--- src/rtl/alu_arbiter.sv ---
// ---------------------------------------------------------------------------
// alu_arbiter
//
// Shares one external 16-bit combinational ALU between two requesters.
// An accepted request has its operands and op code registered. The ALU is
// driven from those registers for one execute cycle. The ALU result and zero
// flag are then captured and held until the granted requester takes them.
//
// Configuration macro:
//   ALU_ARB_RR_EN  defined   -> round-robin between the ports on a tie
//                  undefined -> fixed priority; port 0 wins every tie
//
// Ports (x = 0, 1):
//   clk, reset              clock, synchronous active-high reset
//   req_valid_x/req_ready_x request handshake
//   req_a_x, req_b_x        operands (N bits)
//   req_op_x                ALU control code (3 bits)
//   resp_valid_x/ready_x    response handshake
//   resp_result_x           captured ALU result (shared register)
//   resp_zero_x             captured ALU zero flag (shared register)
//   alu_a, alu_b            registered ALU operand drive
//   alu_control             registered ALU control drive
//   alu_result, alu_zero    combinational ALU outputs
//
// state | meaning
// ------+---------------------------------------------------------
// IDLE  | waiting for a request; grant computed from req_valid_x
// EXEC  | ALU driven from the operand registers; result captured
// RESP  | result held for the granted port until resp_ready
// ---------------------------------------------------------------------------
module alu_arbiter #(
    parameter int N = 16
) (
    input  logic         clk,
    input  logic         reset,

    input  logic         req_valid_0,
    output logic         req_ready_0,
    input  logic [N-1:0] req_a_0,
    input  logic [N-1:0] req_b_0,
    input  logic [2:0]   req_op_0,
    output logic         resp_valid_0,
    input  logic         resp_ready_0,
    output logic [N-1:0] resp_result_0,
    output logic         resp_zero_0,

    input  logic         req_valid_1,
    output logic         req_ready_1,
    input  logic [N-1:0] req_a_1,
    input  logic [N-1:0] req_b_1,
    input  logic [2:0]   req_op_1,
    output logic         resp_valid_1,
    input  logic         resp_ready_1,
    output logic [N-1:0] resp_result_1,
    output logic         resp_zero_1,

    output logic [N-1:0] alu_a,
    output logic [N-1:0] alu_b,
    output logic [2:0]   alu_control,
    input  logic [N-1:0] alu_result,
    input  logic         alu_zero
);

    typedef enum logic [1:0] {
        IDLE = 2'd0,
        EXEC = 2'd1,
        RESP = 2'd2
    } state_t;

    state_t         state;
    state_t         state_next;

    logic           grant_win;   // port that would win arbitration now
    logic           grant_q;     // port owning the transaction in flight
    logic           req_hs;
    logic           resp_hs;

    logic [N-1:0]   a_q;
    logic [N-1:0]   b_q;
    logic [2:0]     op_q;
    logic [N-1:0]   result_q;
    logic           zero_q;

`ifdef ALU_ARB_RR_EN
    logic           last_grant;

    // On a tie the port that did not win last time goes next.
    always_comb begin
        if (req_valid_0 && req_valid_1) begin
            grant_win = ~last_grant;
        end else begin
            grant_win = ~req_valid_0;
        end
    end
`else
    always_comb begin
        grant_win = ~req_valid_0;
    end
`endif

    // Next state and handshake outputs
    always_comb begin
        state_next   = state;
        req_ready_0  = 1'b0;
        req_ready_1  = 1'b0;
        resp_valid_0 = 1'b0;
        resp_valid_1 = 1'b0;
        req_hs       = 1'b0;
        resp_hs      = 1'b0;

        case (state)
            IDLE: begin
                req_ready_0 = req_valid_0 && !grant_win;
                req_ready_1 = req_valid_1 &&  grant_win;
                req_hs      = req_ready_0 || req_ready_1;
                if (req_hs) begin
                    state_next = EXEC;
                end
            end
            EXEC: begin
                state_next = RESP;
            end
            RESP: begin
                resp_valid_0 = !grant_q;
                resp_valid_1 =  grant_q;
                resp_hs      = grant_q ? resp_ready_1 : resp_ready_0;
                if (resp_hs) begin
                    state_next = IDLE;
                end
            end
            default: begin
                state_next = IDLE;
            end
        endcase
    end

    always_ff @(posedge clk) begin
        if (reset) begin
            state <= IDLE;
        end else begin
            state <= state_next;
        end
    end

    always_ff @(posedge clk) begin
        if (reset) begin
            a_q      <= '0;
            b_q      <= '0;
            op_q     <= '0;
            grant_q  <= 1'b0;
            result_q <= '0;
            zero_q   <= 1'b0;
        end else begin
            if (req_hs) begin
                a_q     <= grant_win ? req_a_1  : req_a_0;
                b_q     <= grant_win ? req_b_1  : req_b_0;
                op_q    <= grant_win ? req_op_1 : req_op_0;
                grant_q <= grant_win;
            end
            if (state == EXEC) begin
                result_q <= alu_result;
                zero_q   <= alu_zero;
            end
        end
    end

`ifdef ALU_ARB_RR_EN
    // Reset to 1 so port 0 takes the first tie.
    always_ff @(posedge clk) begin
        if (reset) begin
            last_grant <= 1'b1;
        end else if (resp_hs) begin
            last_grant <= grant_q;
        end
    end
`endif

    assign alu_a         = a_q;
    assign alu_b         = b_q;
    assign alu_control   = op_q;

    // Both ports see the same capture registers; resp_valid_x qualifies them.
    assign resp_result_0 = result_q;
    assign resp_result_1 = result_q;
    assign resp_zero_0   = zero_q;
    assign resp_zero_1   = zero_q;

endmodule

--- config.mk ---
export PLATFORM = sky130hd
export DESIGN_NAME = alu_arbiter
export DESIGN_NICKNAME = d
export VERILOG_FILES = /design/src/rtl/alu_arbiter.sv
export SDC_FILE = /design/constraint.sdc
export NUM_CORES = 1
export LEC_CHECK = 0
export ABC_CLOCK_PERIOD_IN_PS = 1600
export CORE_MARGIN = 1.5
export CORE_UTILIZATION = 60
export CTS_CLUSTER_DIAMETER = 120
export CTS_CLUSTER_SIZE = 24
export DETAILED_ROUTE_END_ITERATION = 12
export DONT_BUFFER_PORTS = 1
export GPL_TIMING_DRIVEN = 0
export PLACE_DENSITY = 0.85
export SETUP_SLACK_MARGIN = 0.2
export SLEW_MARGIN = 20
export SYNTH_ARGS = -nofsm -noshare
export SYNTH_HDL_FRONTEND = slang
export SYNTH_SLANG_ARGS = --single-unit
--- constraint.sdc ---
create_clock -name clk -period 1.6 [get_ports clk]
set_input_delay 0.16 -clock clk [delete_from_list [all_inputs] [get_ports clk]]
set_output_delay 0.16 -clock clk [all_outputs]
set_load 0.05 [all_outputs]
==> metrics.txt, run 1 <==
Clk Latency, worst-skew pair=0.30 ns; Die ar.=4781 µm²; via count=2,160; crit path kind=reg2out; Max-cap violations=0; final clock period utilization by the worst path=93.03%; Post-Synthesis Cell Area=2625 µm²; Critical Path AT=1.33 ns; ys flop type=dfxtp_1; Worst-path clk slew=0.09 ns; post-synthesis sequential area ratio=41.94%; # rows=23; Remaining Overflow, GRT=0; GRT Total Usage=25.41%; Synth cell types=21; status=finished, final reports clean; initial antenna violation count=0; Slew headroom=53.52%; core box area=4115 µm²; register-to-register setup slack=0.26 ns; EDFF count, synth=0; IO buf count=0; most common cell after layout, fill and taps aside=a21oi_1; part of the power in registers=56.5%; worst clock skew=0.006974 ns; P_sw=0.001525 W; # setup viols final=0; first-pass GRT wire length=9846 µm; WL/cell=18.64 µm; H-Tree Depth=2; Combinational Power Share=24.0%; final wirelength=6656 µm; Buf/Inv on CP=1; largest net degree at the start of global routing=16; P per Cell Area=1191 nW/µm²; IO Count=166; DRC Markers=0; Hold Crit Class=in2reg; drt first pass iters=4; clock tree from TritonCTS=built; Async S/R FF share, synth=0%; most frequent cells in the layout=a21oi_1 (51), mux2i_1 (36), dfxtp_1 (36); CP max FO=4; Top delay family on crit path=simple AND/OR/NAND/NOR gates; final setup TNS=0 ns; syn nets=363; Nets=398; Placed Area=2695 µm²; CP peak stage delay=0.52 ns; clock tree buffer depth=2; DP HPWL=4361 µm; number of global-route vias before repair=2,070; non-filler cells, final=357; Clock Sink Count=55; final RePlAce weighted congestion=0.7025; vias per inst=6.050; VDD IR-drop max=0.0006557 V; Fin. Hold Viols=0; FF+latch count, synth=55; worst endpoint required time=1.44 ns; iteration-0 DRC count of the detailed router=78; crit path capture type=primary output; Clock power frac=19.5%; Net Sw Frac=40.80%; Cells after DPL=320; Die Width=69.15 µm; Tmin final=1.488 ns; Starting Density=63.79%; ANT nets after route=0; share of cells above drive strength 1=35.95%; Slew @ Worst Pin=0.6972 ns; Root Driver=clkbuf_8; count of pins over their slew limit=0; Area growth syn-to-layout=19.54%; fmax=0.6719 GHz; Num CTS Buffers=5; fin area=3138 µm²; synthesized area per cell=9.722 µm²; Pint=0.002213 W; Cells after Synth=270; CP Cell Sequence=buf_4 -> nor3b_4; Die Ht=69.15 µm; Crit-path slowest cell=nor3b_4; P_leak=1.252 nW; Worst Setup Start Kind=flop; Yosys warnings=0; RSZ-0062 raised after global routing=true
cell families after synthesis:
group / Yosys count / share of synthesized area (%)
simple gates: 47 / 7.913
mux: 36 / 13.73
flops: 55 / 41.94
compound gates: 89 / 26.02
buf+inv: 43 / 10.39
timing repair:
action,4_1_cts,5_1_grt
setup endpoints to repair,40,25
hold endpoints to repair,17,0
setup buffers,6,5
pin swaps,3,4
resized for setup,31,20
hold buffers,17,0
state kept, by name, indices dropped and copies added, names as in the netlist:
signal and cells:
alu_a 16, alu_b 16, resp_result_0 16, alu_control 3, state 2, grant_q 1, resp_zero_0 1
worst register-to-register path: cells and delay by family (launching register included):
kind	cells	cell delay, ns
flip-flops	1	0.37
buffers and inverters	4	0.46
AND/OR/NAND/NOR	1	0.12
AO/OA/AOI/OAI	2	0.30
synthesized netlist by cell type (all sizes together), types with 2 or more instances:
cell | instances | area [µm²]
nor2b | 2 | 12.51
buf | 34 | 239.0
clkbuf | 9 | 33.78
dfxtp | 55 | 1101
and2 | 2 | 15.02
a21oi | 54 | 270.3
mux2i | 36 | 360.4
nand2 | 35 | 131.4
nor2 | 2 | 7.510
a211oi | 35 | 412.9
power by group through the flow:
| stage | registers [W] | logic [W] | clock network (W) |
|---|---|---|---|
| 6_report | 0.00211 | 0.000896 | 0.000730 |
| 3_3_place_gp | 0.00213 | 0.000742 | 0 |
| 2_1_floorplan | 0.00210 | 0.000663 | 0 |
| 4_1_cts | 0.00211 | 0.000844 | 0.000748 |
| 5_1_grt | 0.00213 | 0.000960 | 0.000815 |
| 3_5_place_dp | 0.00214 | 0.000759 | 0 |
final timing paths:
kind	from	cells past startpoint	to
max	state[1]	2	resp_valid_0
min reg2reg	grant_q	2	grant_q
max reg2reg	state[1]	7	alu_a[13]
min	req_valid_1	2	grant_q
metrics by stage:
step / setup WS [ns] / hold WS, ns / power [W] / util, %
after global placement: -0.08895 / 0.2986 / 0.002875 / 65.49
after detailed placement: -0.07957 / 0.3035 / 0.002895 / 65.49
after floorplan: 0.1033 / 0.2960 / 0.002764 / -
after global routing: 0.06191 / 0.03299 / 0.003904 / 76.19
after CTS: 0.09221 / 0.04190 / 0.003704 / 74.25
final: 0.1116 / 0.05290 / 0.003737 / 76.25
area by class of cell:
cell class | count | area, µm²
Multi-Input combinational cell | 172 | 1299
Sequential cell | 55 | 1130
Fill cell | 292 | 977.2
Buffer | 43 | 306.5
Timing Repair Buffer | 28 | 256.5
Clock buffer | 7 | 76.32
Tap cell | 50 | 62.56
Clock inverter | 1 | 5.005
Antenna cell | 1 | 2.502
per-layer routing:
layer / global-route usage (%) / vias to the layer above / routed length, µm
met2: 46.79 / 114 / 3543
li1: - / 1011 / -
met3: 7.456 / 8 / 476
met4: 8.279 / 0 / 85
met5: 0 / - / 0
met1: 27.63 / 1027 / 2550
(Power assumes the default switching activity.)
==> inputs of run 2 (changes only) <==
--- a/config.mk
+++ b/config.mk
@@ -19,3 +19,4 @@
 export SYNTH_ARGS = -nofsm -noshare
 export SYNTH_HDL_FRONTEND = slang
 export SYNTH_SLANG_ARGS = --single-unit
+export TNS_END_PERCENT = 5
==> run 2 against run 1 <==
Net effect:
- worst hold slack improved by 0.0016 ns
- combinational power fell by 5.2%
- power fell by 1.7%
- maximum frequency rose by 0.47%
- critical path type unchanged
==> metrics.txt, run 2 (synthesized netlist as in run 1, its figures left out) <==
WL/cell=17.73 µm; Worst Setup Start Kind=flop; Slew @ Worst Pin=0.6922 ns; initial antenna violation count=0; Remaining Overflow, GRT=0; P_leak=1.210 nW; multi-input logic area=1282 µm²; FF-to-FF End=alu_a[8]; most frequent cells in the layout=a21oi_1 (54), dfxtp_1 (53), mux2i_1 (36); iteration-0 DRC count of the detailed router=63; Worst Slack Setup Final=0.1186 ns; Clock Sink Count=55; core box area=4115 µm²; DRC Markers=0; number of diodes=0; pre-CTS setup slack=-0.07957 ns; Filler Cell Count=307; P per Cell Area=1208 nW/µm²; r2r worst-path depth=5; Die Ht=69.15 µm; Fin. Hold Viols=0; Die ar.=4781 µm²; first-pass GRT wire length=9577 µm; IO Count=166; Root Driver=clkbuf_8; clock tree from TritonCTS=built; Worst-path clk slew=0.09 ns; GRT Total Usage=24.65%; share of cells above drive strength 1=28.15%; ANT nets after route=0; Num CTS Buffers=5; Worst Setup SP=state[0]; Starting Density=63.79%; clock tree buffer depth=2; number of global-route vias before repair=2,007; final clock period utilization by the worst path=92.59%; IO buf count=0; Slew headroom=53.85%; Worst R2R Start=state[0]; VDD IR-drop max=0.0006467 V; Worst Setup EP=resp_valid_0; drt first pass iters=4; CP max FO=5; CP Cell Sequence=buf_4 -> nor3b_4; Sequential Area=1109 µm²; Tmin final=1.481 ns; Crit-path slowest cell=nor3b_4; H-Tree Depth=2; Die Width=69.15 µm; Clk Latency, worst-skew pair=0.30 ns; worst endpoint required time=1.44 ns; crit path capture type=primary output; # rows=23; Area growth syn-to-layout=15.92%; crit path kind=reg2out; Hold WS=0.05447 ns; Critical Path AT=1.32 ns; Nets=394; # setup viols final=0; vias per inst=5.986; worst clock skew=0.005191 ns; largest net degree at the start of global routing=16; Hold Crit Class=in2reg; most common cell after layout, fill and taps aside=a21oi_1; register-to-register setup slack=0.21 ns; via count=2,107; count of pins over their slew limit=0; final RePlAce weighted congestion=0.7025; fmax=0.6750 GHz; RSZ-0062 raised after global routing=true; final wirelength=6241 µm; CP peak stage delay=0.51 ns; status=finished, final reports clean; Max-cap violations=0; DP HPWL=4361 µm
[run 2: timing repair]
item                                    in CTS  in global routing
pin swaps                                    2                  1
hold buffers                                17                  0
hold endpoints to repair                    17                  0
endpoints found under the setup margin      40                 41
gates resized for setup                     12                  3
setup buffers                                5                  2
[run 2: where the power goes]
group	switching, W	internal [W]	total [W]
Combinational	0.000493	0.000356	0.000849
Clock	0.000413	0.000308	0.000722
Sequential	0.000591	0.00151	0.00210
Total	0.00150	0.00218	0.00368
[run 2: how the worst min path moves through the flow]
| stage | startpoint | to | slack (ns) | cells after the start |
|---|---|---|---|---|
| 2_1_floorplan | alu_result[0] | resp_result_0[0] | 0.30 | 2 |
| 3_3_place_gp | alu_result[14] | resp_result_0[14] | 0.30 | 2 |
| 3_5_place_dp | alu_zero | resp_zero_0 | 0.30 | 2 |
| 4_1_cts | req_valid_1 | grant_q | 0.04 | 2 |
| 5_1_grt | req_valid_1 | grant_q | 0.03 | 2 |
| 6_report | req_valid_1 | grant_q | 0.05 | 2 |
[run 2: critical path: cells and delay by family (launching register included)]
family,cells,cell delay (ns)
and+or+nand+nor,1,0.51
DFF,1,0.36
buffers and inverters,1,0.15
[run 2: final cells by class]
type / instances / share of cell area (%)
Sequential cell: 55 / 36.43
Timing Repair Buffer: 24 / 7.319
Clock inverter: 1 / 0.1645
Buffer: 43 / 9.375
Multi-Input combinational cell: 172 / 42.15
Tap cell: 50 / 2.056
Clock buffer: 7 / 2.508
[run 2: layer usage]
layer  vias to the layer above  part of all wire (%)  track usage, %
met1                       993                    39           27.47
met3                         8                   7.2           7.310
li1                       1000                     -               -
met5                         -                     0               0
met4                         0                   1.5           6.972
met2                       106                    52           45.09
[run 2: per-stage QoR]
| step | total power [W] | util (%) | cell area (µm²) | TNS (ns) | instances |
|---|---|---|---|---|---|
| after detailed placement | 0.002895 | 65.49 | 2695 | -0.07957 | 320 |
| after global routing | 0.003850 | 73.94 | 3043 | 0 | 352 |
| final | 0.003675 | 73.94 | 3043 | 0 | 352 |
| after CTS | 0.003692 | 73.43 | 3022 | 0 | 350 |
| after global placement | 0.002875 | 65.49 | 2695 | -0.08895 | 320 |
| after floorplan | 0.002764 | - | 2633 | 0 | 270 |
